### config.mk
export PLATFORM = sky130hd
export DESIGN_NAME = serial_adder_flat
export DESIGN_NICKNAME = d
export VERILOG_FILES = /design/src/rtl/serial_adder_if.sv /design/src/rtl/serial_adder.sv /design/src/flat_wrapper.sv
export SDC_FILE = /design/constraint.sdc
export NUM_CORES = 1
export LEC_CHECK = 0
export ABC_CLOCK_PERIOD_IN_PS = 1300
export BUFFER_PORTS_ARGS = -buffer_cell sky130_fd_sc_hd__buf_4
export CAP_MARGIN = 20
export CORE_UTILIZATION = 49
export CTS_CLUSTER_SIZE = 28
export DETAILED_ROUTE_END_ITERATION = 8
export PLACE_DENSITY = 0.8
export SLEW_MARGIN = 20
export SYNTH_ARGS = -nofsm -noshare
export SYNTH_HDL_FRONTEND = slang
export SYNTH_SLANG_ARGS = --single-unit
### constraint.sdc
create_clock -name clk -period 1.3 [get_ports clk]
set_input_delay 0.065 -clock clk [delete_from_list [all_inputs] [get_ports clk]]
set_output_delay 0.065 -clock clk [all_outputs]
set_load 0.005 [all_outputs]
### src/rtl/serial_adder_if.sv
// Operand/result bundle between a requester and the bit-serial adder.
interface serial_adder_if #(
    parameter int unsigned WIDTH = 8
);
    logic             start;
    logic [WIDTH-1:0] a;
    logic [WIDTH-1:0] b;
    logic             cin;
    logic             busy;
    logic             done;
    logic [WIDTH-1:0] sum;
    logic             cout;
    logic             overflow;

    // Requester side: issues operands, observes status and result.
    modport master (
        output start, a, b, cin,
        input  busy, done, sum, cout, overflow
    );

    // Adder side: consumes operands, produces status and result.
    modport slave (
        input  start, a, b, cin,
        output busy, done, sum, cout, overflow
    );
endinterface

### src/rtl/serial_adder.sv
// Bit-serial ripple adder: one full-adder cell plus a carry flop, LSB first.
// Result registers hold their value from the done pulse until the next
// operation completes, so sum/cout/overflow stay stable between done pulses.
module serial_adder #(
    parameter int unsigned WIDTH = 8
) (
    input  logic           clk,
    input  logic           rst_n,
    serial_adder_if.slave  bus
);
    localparam int unsigned CNT_W = $clog2(WIDTH) + 1;

    typedef enum logic [1:0] {
        S_IDLE = 2'd0,
        S_RUN  = 2'd1,
        S_DONE = 2'd2
    } state_t;

    state_t             r_state;
    state_t             w_state_nxt;

    logic [WIDTH-1:0]   r_a_sh;
    logic [WIDTH-1:0]   r_b_sh;
    logic [WIDTH-1:0]   r_sum_sh;
    logic               r_carry;
    logic [CNT_W-1:0]   r_cnt;

    logic [WIDTH-1:0]   r_sum;
    logic               r_cout;
    logic               r_ovf;
    logic               r_busy;
    logic               r_done;

    logic               w_s;
    logic               w_c;
    logic               w_last;
    logic               w_accept;
    logic [WIDTH:0]     w_sum_ext;

    // Full-adder cell on the current LSBs and the shifted-in sum word.
    always_comb begin
        w_s       = r_a_sh[0] ^ r_b_sh[0] ^ r_carry;
        w_c       = (r_a_sh[0] & r_b_sh[0]) | (r_carry & (r_a_sh[0] ^ r_b_sh[0]));
        w_sum_ext = {w_s, r_sum_sh};
        w_last    = (r_state == S_RUN) && (r_cnt == CNT_W'(WIDTH - 1));
        w_accept  = (r_state == S_IDLE) && bus.start;
    end

    // State register.
    always_ff @(posedge clk or negedge rst_n) begin
        if (!rst_n) begin
            r_state <= S_IDLE;
        end else begin
            r_state <= w_state_nxt;
        end
    end

    // Next-state logic; start is only honoured in IDLE.
    always_comb begin
        w_state_nxt = r_state;
        case (r_state)
            S_IDLE:  if (bus.start) w_state_nxt = S_RUN;
            S_RUN:   if (w_last)    w_state_nxt = S_DONE;
            S_DONE:                 w_state_nxt = S_IDLE;
            default:                w_state_nxt = S_IDLE;
        endcase
    end

    // Operand capture, per-bit shifting and result latch on the final bit.
    always_ff @(posedge clk or negedge rst_n) begin
        if (!rst_n) begin
            r_a_sh   <= '0;
            r_b_sh   <= '0;
            r_sum_sh <= '0;
            r_carry  <= 1'b0;
            r_cnt    <= '0;
            r_sum    <= '0;
            r_cout   <= 1'b0;
            r_ovf    <= 1'b0;
        end else if (w_accept) begin
            r_a_sh   <= bus.a;
            r_b_sh   <= bus.b;
            r_carry  <= bus.cin;
            r_cnt    <= '0;
            r_sum_sh <= '0;
        end else if (r_state == S_RUN) begin
            r_a_sh   <= r_a_sh >> 1;
            r_b_sh   <= r_b_sh >> 1;
            r_sum_sh <= w_sum_ext[WIDTH:1];
            r_carry  <= w_c;
            r_cnt    <= r_cnt + CNT_W'(1);
            if (w_last) begin
                // Old carry is the carry into the MSB; w_c is the carry out.
                r_sum  <= w_sum_ext[WIDTH:1];
                r_cout <= w_c;
                r_ovf  <= r_carry ^ w_c;
            end
        end
    end

    // Registered status flags derived from the upcoming state.
    always_ff @(posedge clk or negedge rst_n) begin
        if (!rst_n) begin
            r_busy <= 1'b0;
            r_done <= 1'b0;
        end else begin
            r_busy <= (w_state_nxt == S_RUN);
            r_done <= (w_state_nxt == S_DONE);
        end
    end

    assign bus.busy     = r_busy;
    assign bus.done     = r_done;
    assign bus.sum      = r_sum;
    assign bus.cout     = r_cout;
    assign bus.overflow = r_ovf;

endmodule

### src/flat_wrapper.sv
// flat-port wrapper written by rule: the top's interface ports become plain ports
module serial_adder_flat 
#(
    parameter int unsigned WIDTH = 8
)
  (clk, rst_n, bus_start, bus_a, bus_b, bus_cin, bus_busy, bus_done, bus_sum, bus_cout, bus_overflow);
  serial_adder_if #(.WIDTH(WIDTH)) bus_i ();
  input  logic clk;
  input  logic rst_n;
  input wire logic [$bits(bus_i.start)-1:0] bus_start;
  input wire logic [$bits(bus_i.a)-1:0] bus_a;
  input wire logic [$bits(bus_i.b)-1:0] bus_b;
  input wire logic [$bits(bus_i.cin)-1:0] bus_cin;
  output wire logic [$bits(bus_i.busy)-1:0] bus_busy;
  output wire logic [$bits(bus_i.done)-1:0] bus_done;
  output wire logic [$bits(bus_i.sum)-1:0] bus_sum;
  output wire logic [$bits(bus_i.cout)-1:0] bus_cout;
  output wire logic [$bits(bus_i.overflow)-1:0] bus_overflow;
  assign bus_i.start = bus_start;
  assign bus_i.a = bus_a;
  assign bus_i.b = bus_b;
  assign bus_i.cin = bus_cin;
  assign bus_busy = bus_i.busy;
  assign bus_done = bus_i.done;
  assign bus_sum = bus_i.sum;
  assign bus_cout = bus_i.cout;
  assign bus_overflow = bus_i.overflow;
  serial_adder #(.WIDTH(WIDTH)) u_core (.clk(clk), .rst_n(rst_n), .bus(bus_i));
endmodule
# After elaboration in Yosys (flattened, before gate mapping)
# Cells that the tools add are included.
# totals
ff_bits,43
out_inout_bits,12
inputBits,20
# classes
mux,13
n_bitwise,7
n_eq_ne,4
n_reduce_logical,5
n_addsub,1
# op_table
op,n
$mux 8,6
$mux 4,2
$add 4x1->4 const B,1
$eq 2x1->1 const B,2
$eq 4x3->1 const B,1
$mux 2,2
$pmux 2 s2,1
$reduce_and 3->1,1
$xor 1x1->1,3
$and 1x1->1,2
$eq 2x2->1 const B,1
$logic_and 1x1->1,2
$logic_not 2->1,1
$mux 1,2
$reduce_bool 2->1,1
$not 1->1,1
$or 1x1->1,1

# Logic depth before layout (Yosys ltp)
# Gate-level depths: netlist of the first run.
# depth
depth_word,5
ltp_mapped,5

# Worst setup path after synthesis of the first run
# Ideal clock, no wire load.
# synth_path
path_type,register to register
startpoint,reg u_core.r_carry
endpoint,"reg u_core.r_ovf, in the netlist u_core.bus.overflow"
synth_period_minus_slack_ns,1.381
setup_slack_ns,-0.081
setup_ns,0.125
arrival_ns,1.256
path_stages_with_launch,5
path_cell_list,dfrtp_1 > inv_1 > fa_1 > xnor2_1 > mux2_2
# synth_between
elab_chain_cells,3
# synth_lines
element,line,text
"start, declared",serial_adder.sv:25,logic r_carry;
"start signal, assigned",serial_adder.sv:83,r_carry <= bus.cin;
"start signal, assigned",serial_adder.sv:90,r_carry <= w_c;
$and 1x1->1,serial_adder.sv:43,w_c = (r_a_sh[0] & r_b_sh[0]) | (r_carry & (r_a_sh[0] ^ r_b_sh[0]));
$or 1x1->1,serial_adder.sv:43,
$xor 1x1->1 *,serial_adder.sv:96,r_ovf <= r_carry ^ w_c;
"end signal, assigned",serial_adder.sv:96,
"end, declared",serial_adder.sv:30,logic r_ovf;
# Every way passes the cells marked *; elsewhere a longest branch is shown, timed or not.
# A chain may end at the register's enable or synchronous reset.

# Worst setup path after layout of the first run
# Same ends and word-level chain as after synthesis.

==> impl_metrics.toml, run 1 <==
[layout]
n_antenna_cell = 0
synthToLayoutAreaGrowth_pct = 41.48
instances_no_fill = 276
final_core_util_pct = 73.59
finalInstanceArea_um2 = 2514
final_nets = 251
drive_gt1_share_pct = 35.65

[die]
chipHeight_um = 62.22
coreArea_um2 = 3416
die_x_um = 62.22
num_rows = 21
initial_utilization_pct = 52.01
dieArea_um2 = 3871
ios = 32

[global_route]
grt_pass1_vias = 1533
grt_first_pass_wirelength_mm = 7.038
grt_use_met2_pct = 41.48
grt_overflow_total = 0
grt.busiest_layer = "met2"
grt_max_degree = 43
use_met3_pct = 7.169
antenna_found_initial = 0
grt.total_usage_pct = 24.21
met1_usage_pct = 26.88

[job]
cap_viol_max_count = 0

[logic_synthesis]
async_flop_share_pct = 100.0
synth.most_common_cell = "nand2_1"
synth_top_cell_by_area = "dfrtp_1"
synthTopCellsByCount = "nand2_1 (48), dfrtp_1 (42), a22oi_1 (14), o21ai_0 (11), mux2_4 (7)"
ys_top_cells_by_area = "dfrtp_1 (59%), nand2_1 (10%), a22oi_1 (5.9%)"
ys_seq_area_share_pct = 59.15
syn_avg_cell_area_um2 = 11.10
synth_top_flop_cell = "dfrtp_1"
syn_area_um2 = 1777
synth-seq-cells = 42
ys_types = 28
synth_edf_count = 0
ys.warnings.count = 0
syn-num-nets = 182
synth_top_area_share_pct = 59.15
syn_inst = 160

[detailed_routing]
routedWlPerCell_um = 16.07
vias = 1474
wl_mm = 4.436
dr.pass1.iters = 4
ant_nets = 0
first_iter_violations = 82
route.detailed.drc = 0
routed_via_density = 5.341

[power_and_ir_drop]
clkPwrFrac_pct = 13.1
intPower_mw = 3.431
comb_power_share_pct = 46.2
vdd_ir_drop_max_uv = 1199
switching_power_mw = 1.931
p_per_area_nw_per_um2 = 2133
power.total_mw = 5.362
sw_frac_of_total_pct = 36.01
leakagePower_nw = 1.241
seqPwrFrac_pct = 40.7

[critical_path]
reg2regPathDepth = 4
path_max_fanout = 2
r2r-end = "u_core.bus.overflow"
crit_path_cell_trace = "inv_2 > fa_2 > xnor2_1 > mux2_4"
cp_data_required_time_ps = 1560
start_kind = "register"
ff2ff_setup_slack_ps = -20
timing.rr.start = "u_core.r_carry"
critPathCaptureType = "register"
critPathLaunch = "u_core.r_carry"
cp_slowest_cell = "fa_2"
worstPathArrival_ps = 1580
criticalPathCategory = "reg -> reg"
max_stage_delay_ps = 400

[clock_network]
cts_buffers = 5
cts_tree = "yes"
h-tree-depth = 2
clkTransAtPathRegs_ps = 120
clk_latency_ps = 370
clock_tree.buffer_depth = 2
clock_sinks = 42
root_buffer = "clkbuf_4"

[timing]
hold_viol_final = 0
slew_headroom_pct = 65.45
timing.final.crit_share_pct = 101.6
tns_ps = -21.76
rsz0062_at_grt = "true"
setup_viol = 2
tightest_slew_ps = 518.3
fin_skew_ps = 13.93
hold_slack_ps = 151.9
slew_violations = 0
clock.fmax_mhz = 757.1
finalWorstSetupSlack_ps = -20.84
final.min_clock_period_ps = 1321

[placed_design]
dp_slack_ps = -62.36
hpwl_mm = 2.519
io_buffer_count = 31
place_congestion = 0.8079
dp.cells = 245
dpl-instance-area_um2 = 2160

[min_path]
hold_end = "u_core.r_cnt[2]"
min_path_type = "in -> reg"
worstHoldStart = "bus_start"
hold_depth = 3

[outcome]
status = "finished, violations left"
violations = "negative setup slack"
[state kept, by name (all words and copies together), names as in the netlist]
| signal | flops |
|---|---|
| u_core.bus.busy | 1 |
| u_core.bus.cout | 1 |
| u_core.bus.done | 1 |
| u_core.bus.overflow | 1 |
| u_core.bus.sum | 8 |
| u_core.r_a_sh | 8 |
| u_core.r_b_sh | 8 |
| u_core.r_carry | 1 |
| u_core.r_cnt | 4 |
| u_core.r_state | 2 |
| u_core.r_sum_sh | 7 |
[repair_timing]
item                                    4_1_cts  5_1_grt
resized for setup                             7       11
endpoints found under the hold margin        59        0
setup buffers                                 1        2
hold buffers                                 18        0
endpoints found under the setup margin       33       37
pin swaps                                     4        5
gates cloned                                  2        1
[how the worst max path moves through the flow]
stage	to	slack, ps	cells after the start
CTS	u_core.r_cnt[3]	-40	6
floorplan	u_core.bus.sum[0]	-60	5
detailed placement	u_core.r_cnt[3]	-60	5
finish	u_core.bus.overflow	-20	4
global route	u_core.r_b_sh[6]	-70	6
global placement	u_core.bus.overflow	20	3
[cell type report]
class | instances | area, µm²
sequential | 42 | 1051
fill | 241 | 902.1
multi-input combinational | 105 | 699.4
timing repair buffer | 70 | 626.9
tap | 46 | 57.56
clock buffer | 7 | 55.05
inverter | 5 | 18.77
clock inverter | 1 | 5.005
[placed cells by master, fill, tap and decap left out, drive strengths merged, types with 2 or more instances in the layout]
cell type     n
inv           5
clkbuf        8
or2           2
dfrtp        42
nand2        48
buf          51
dlygate4sd3  18
mux2          8
nand2b        2
o21ai        11
a21oi         2
and3          3
mux2i         3
nor2b         2
a22oi        14
[routing by layer]
| metal | up-vias | wire length [µm] | part of all wire [%] |
|---|---|---|---|
| met1 | 723 | 1731 | 39 |
| met4 | 0 | 117 | 2.6 |
| met5 | - | 0 | 0 |
| met3 | 14 | 214 | 4.8 |
| met2 | 59 | 2373 | 53 |
| li1 | 678 | - | - |
[power groups by stage]
stage	Sequential, mW	Combinational, mW	Clock, mW
finish	2.18	2.48	0.700
global route	2.24	2.69	0.776
CTS	2.15	2.33	0.680
detailed placement	2.18	2.12	0
global placement	2.12	2.02	0
floorplan	2.12	1.27	0
[cells by family after synthesis]
logic type | share of synthesized area, %
AO/OA/AOI/OAI | 11.48
XOR/XNOR | 0.4930
adder cells (fa/ha/maj) | 1.831
buffers and inverters | 4.155
flip-flops | 59.16
multiplexers | 8.239
AND/OR/NAND/NOR | 14.65
[worst max-delay path: cells and delay by family (launching register included)]
family                   cells  cell delay (ps)
multiplexers                 1              250
XOR/XNOR                     1              130
adder cells (fa/ha/maj)      1              400
buffers and inverters        1               50
flip-flops                   1              390
(Power assumes the default switching activity.)
==> run 2, diff against run 1 <==
--- a/config.mk
+++ b/config.mk
@@ -8,6 +8,7 @@
 export ABC_CLOCK_PERIOD_IN_PS = 1300
 export BUFFER_PORTS_ARGS = -buffer_cell sky130_fd_sc_hd__buf_4
 export CAP_MARGIN = 20
+export CORE_MARGIN = 10
 export CORE_UTILIZATION = 49
 export CTS_CLUSTER_SIZE = 28
 export DETAILED_ROUTE_END_ITERATION = 8
==> impl_metrics.toml, run 2 (synthesis results as in run 1) <==
[critical_path]
ff2ff_setup_slack_ps = -20
cp_data_required_time_ps = 1550
reg2regPathDepth = 5
critPathCaptureType = "register"
criticalPathCategory = "reg -> reg"
path_max_fanout = 15
timing.rr.start = "u_core.r_state[1]"
r2r-end = "u_core.r_cnt[3]"
worstPathArrival_ps = 1570
start_kind = "register"

[detailed_routing]
wl_mm = 4.207
routedWlPerCell_um = 15.35
routed_via_density = 5.314
ant_nets = 0
dr.pass1.iters = 5
first_iter_violations = 140
vias = 1456
route.detailed.drc = 0

[global_route]
grt_overflow_total = 0
grt.total_usage_pct = 14.05
use_met3_pct = 4.677
met1_usage_pct = 15.11
antenna_found_initial = 0
grt_use_met2_pct = 24.88
grt.busiest_layer = "met2"
grt_max_degree = 43
grt_first_pass_wirelength_mm = 7.265
grt_pass1_vias = 1611

[job]
cap_viol_max_count = 0

[clock_network]
cts_buffers = 5
h-tree-depth = 2
clock_sinks = 42
cts_tree = "yes"
clock_tree.buffer_depth = 2
clkTransAtPathRegs_ps = 120
clk_latency_ps = 360
root_buffer = "clkbuf_4"

[layout]
instances_no_fill = 274
mostFrequentLayoutCells = "nand2_1 (48), buf_4 (47), dfrtp_1 (42)"
final_common_cell = "nand2_1"
n_antenna_cell = 0
final_nets = 249
drive_gt1_share_pct = 35.09
synthToLayoutAreaGrowth_pct = 38.10
final_core_util_pct = 71.83
finalInstanceArea_um2 = 2454

[timing]
final.min_clock_period_ps = 1322
fin_skew_ps = 11.25
rsz0062_at_grt = "true"
tightest_slew_ps = 507.7
slew_violations = 0
hold_viol_final = 0
hold_slack_ps = 148.6
timing.final.crit_share_pct = 101.7
slew_headroom_pct = 66.16
finalWorstSetupSlack_ps = -22.21
clock.fmax_mhz = 756.3
setup_viol = 4

[power_and_ir_drop]
p_per_area_nw_per_um2 = 2086
leakagePower_nw = 1.212
intPower_mw = 3.290
switching_power_mw = 1.828
clkPwrFrac_pct = 12.6
seqPwrFrac_pct = 42.0
sw_frac_of_total_pct = 35.72
comb_power_share_pct = 45.5
vdd_ir_drop_max_uv = 1132

[placed_design]
io_buffer_count = 31
dp.cells = 245
hpwl_mm = 2.710
dp_slack_ps = -11.75
dpl-instance-area_um2 = 2160
place_congestion = 0.7767

[die]
coreArea_um2 = 3416
chipHeight_um = 80.22
initial_utilization_pct = 52.01
num_rows = 21
ios = 32
die_x_um = 80.22
dieArea_um2 = 6434

[min_path]
hold_end = "u_core.r_cnt[2]"
worstHoldStart = "bus_start"
hold_depth = 3
min_path_type = "in -> reg"

[outcome]
status = "finished, violations left"
violations = "negative setup slack"
[run 2: cell types whose count changed in the layout (fill, tap and decap cells not counted), moves of 2 or more]
cell | previous run | this run
buf_4 | 45 | 47
buf_6 | 5 | 3
o21ai_0 | 10 | 5
o21ai_1 | 1 | 6
[run 2: final cells by class]
type	count	area, µm²
sequential	42	1051
fill	246	962.2
multi-input combinational	104	680.7
timing repair buffer	69	586.8
tap	46	57.56
clock buffer	5	37.54
clock inverter	3	21.27
inverter	5	18.77
[run 2: through the flow]
| step | TNS (ps) | power [mW] |
|---|---|---|
| detailed placement | -23.34 | 4.296 |
| global placement | 0 | 4.162 |
| floorplan | -443.7 | 3.390 |
| CTS | -52.06 | 5.103 |
| finish | -51.81 | 5.117 |
| global route | -792.7 | 5.516 |
[run 2: worst max-delay path by stage]
stage / startpoint / slack [ps] / endpoint
final: u_core.r_state[1] / -20 / u_core.r_cnt[3]
after global placement: u_core.r_cnt[3] / 20 / u_core.bus.overflow
after CTS: u_core.r_a_sh[0] / -30 / u_core.bus.overflow
after detailed placement: u_core.r_state[1] / -10 / u_core.r_cnt[3]
after global routing: u_core.r_carry / -70 / u_core.bus.overflow
after floorplan: u_core.r_state[1] / -60 / u_core.bus.sum[0]
[run 2: repair_timing]
action	4_1_cts	5_1_grt
pin swaps	3	3
endpoints found under the setup margin	2	39
endpoints found under the hold margin	59	0
buffers inserted	1	2
cloned	1	0
gates resized for setup	8	10
hold buffers	18	0
[run 2: per-layer routing]
metal	share of wire [%]	wire (µm)
met3	6.5	272
met4	1.5	63
met1	39	1621
met2	53	2250
met5	0	0
[run 2: power by group through the flow]
stage          Clock (mW)  Sequential [mW]  Combinational [mW]
4_1_cts             0.660             2.14                2.31
6_report            0.643             2.15                2.33
5_1_grt             0.720             2.21                2.59
3_5_place_dp            0             2.16                2.14
2_1_floorplan           0             2.12                1.27
3_3_place_gp            0             2.12                2.04
[run 2: critical path: stages (launching register included)]
cell	delay, ps
dfrtp_1	440
buf_6	140
nor3b_4	290
buf_12	180
nand2b_1	100
mux2i_1	60
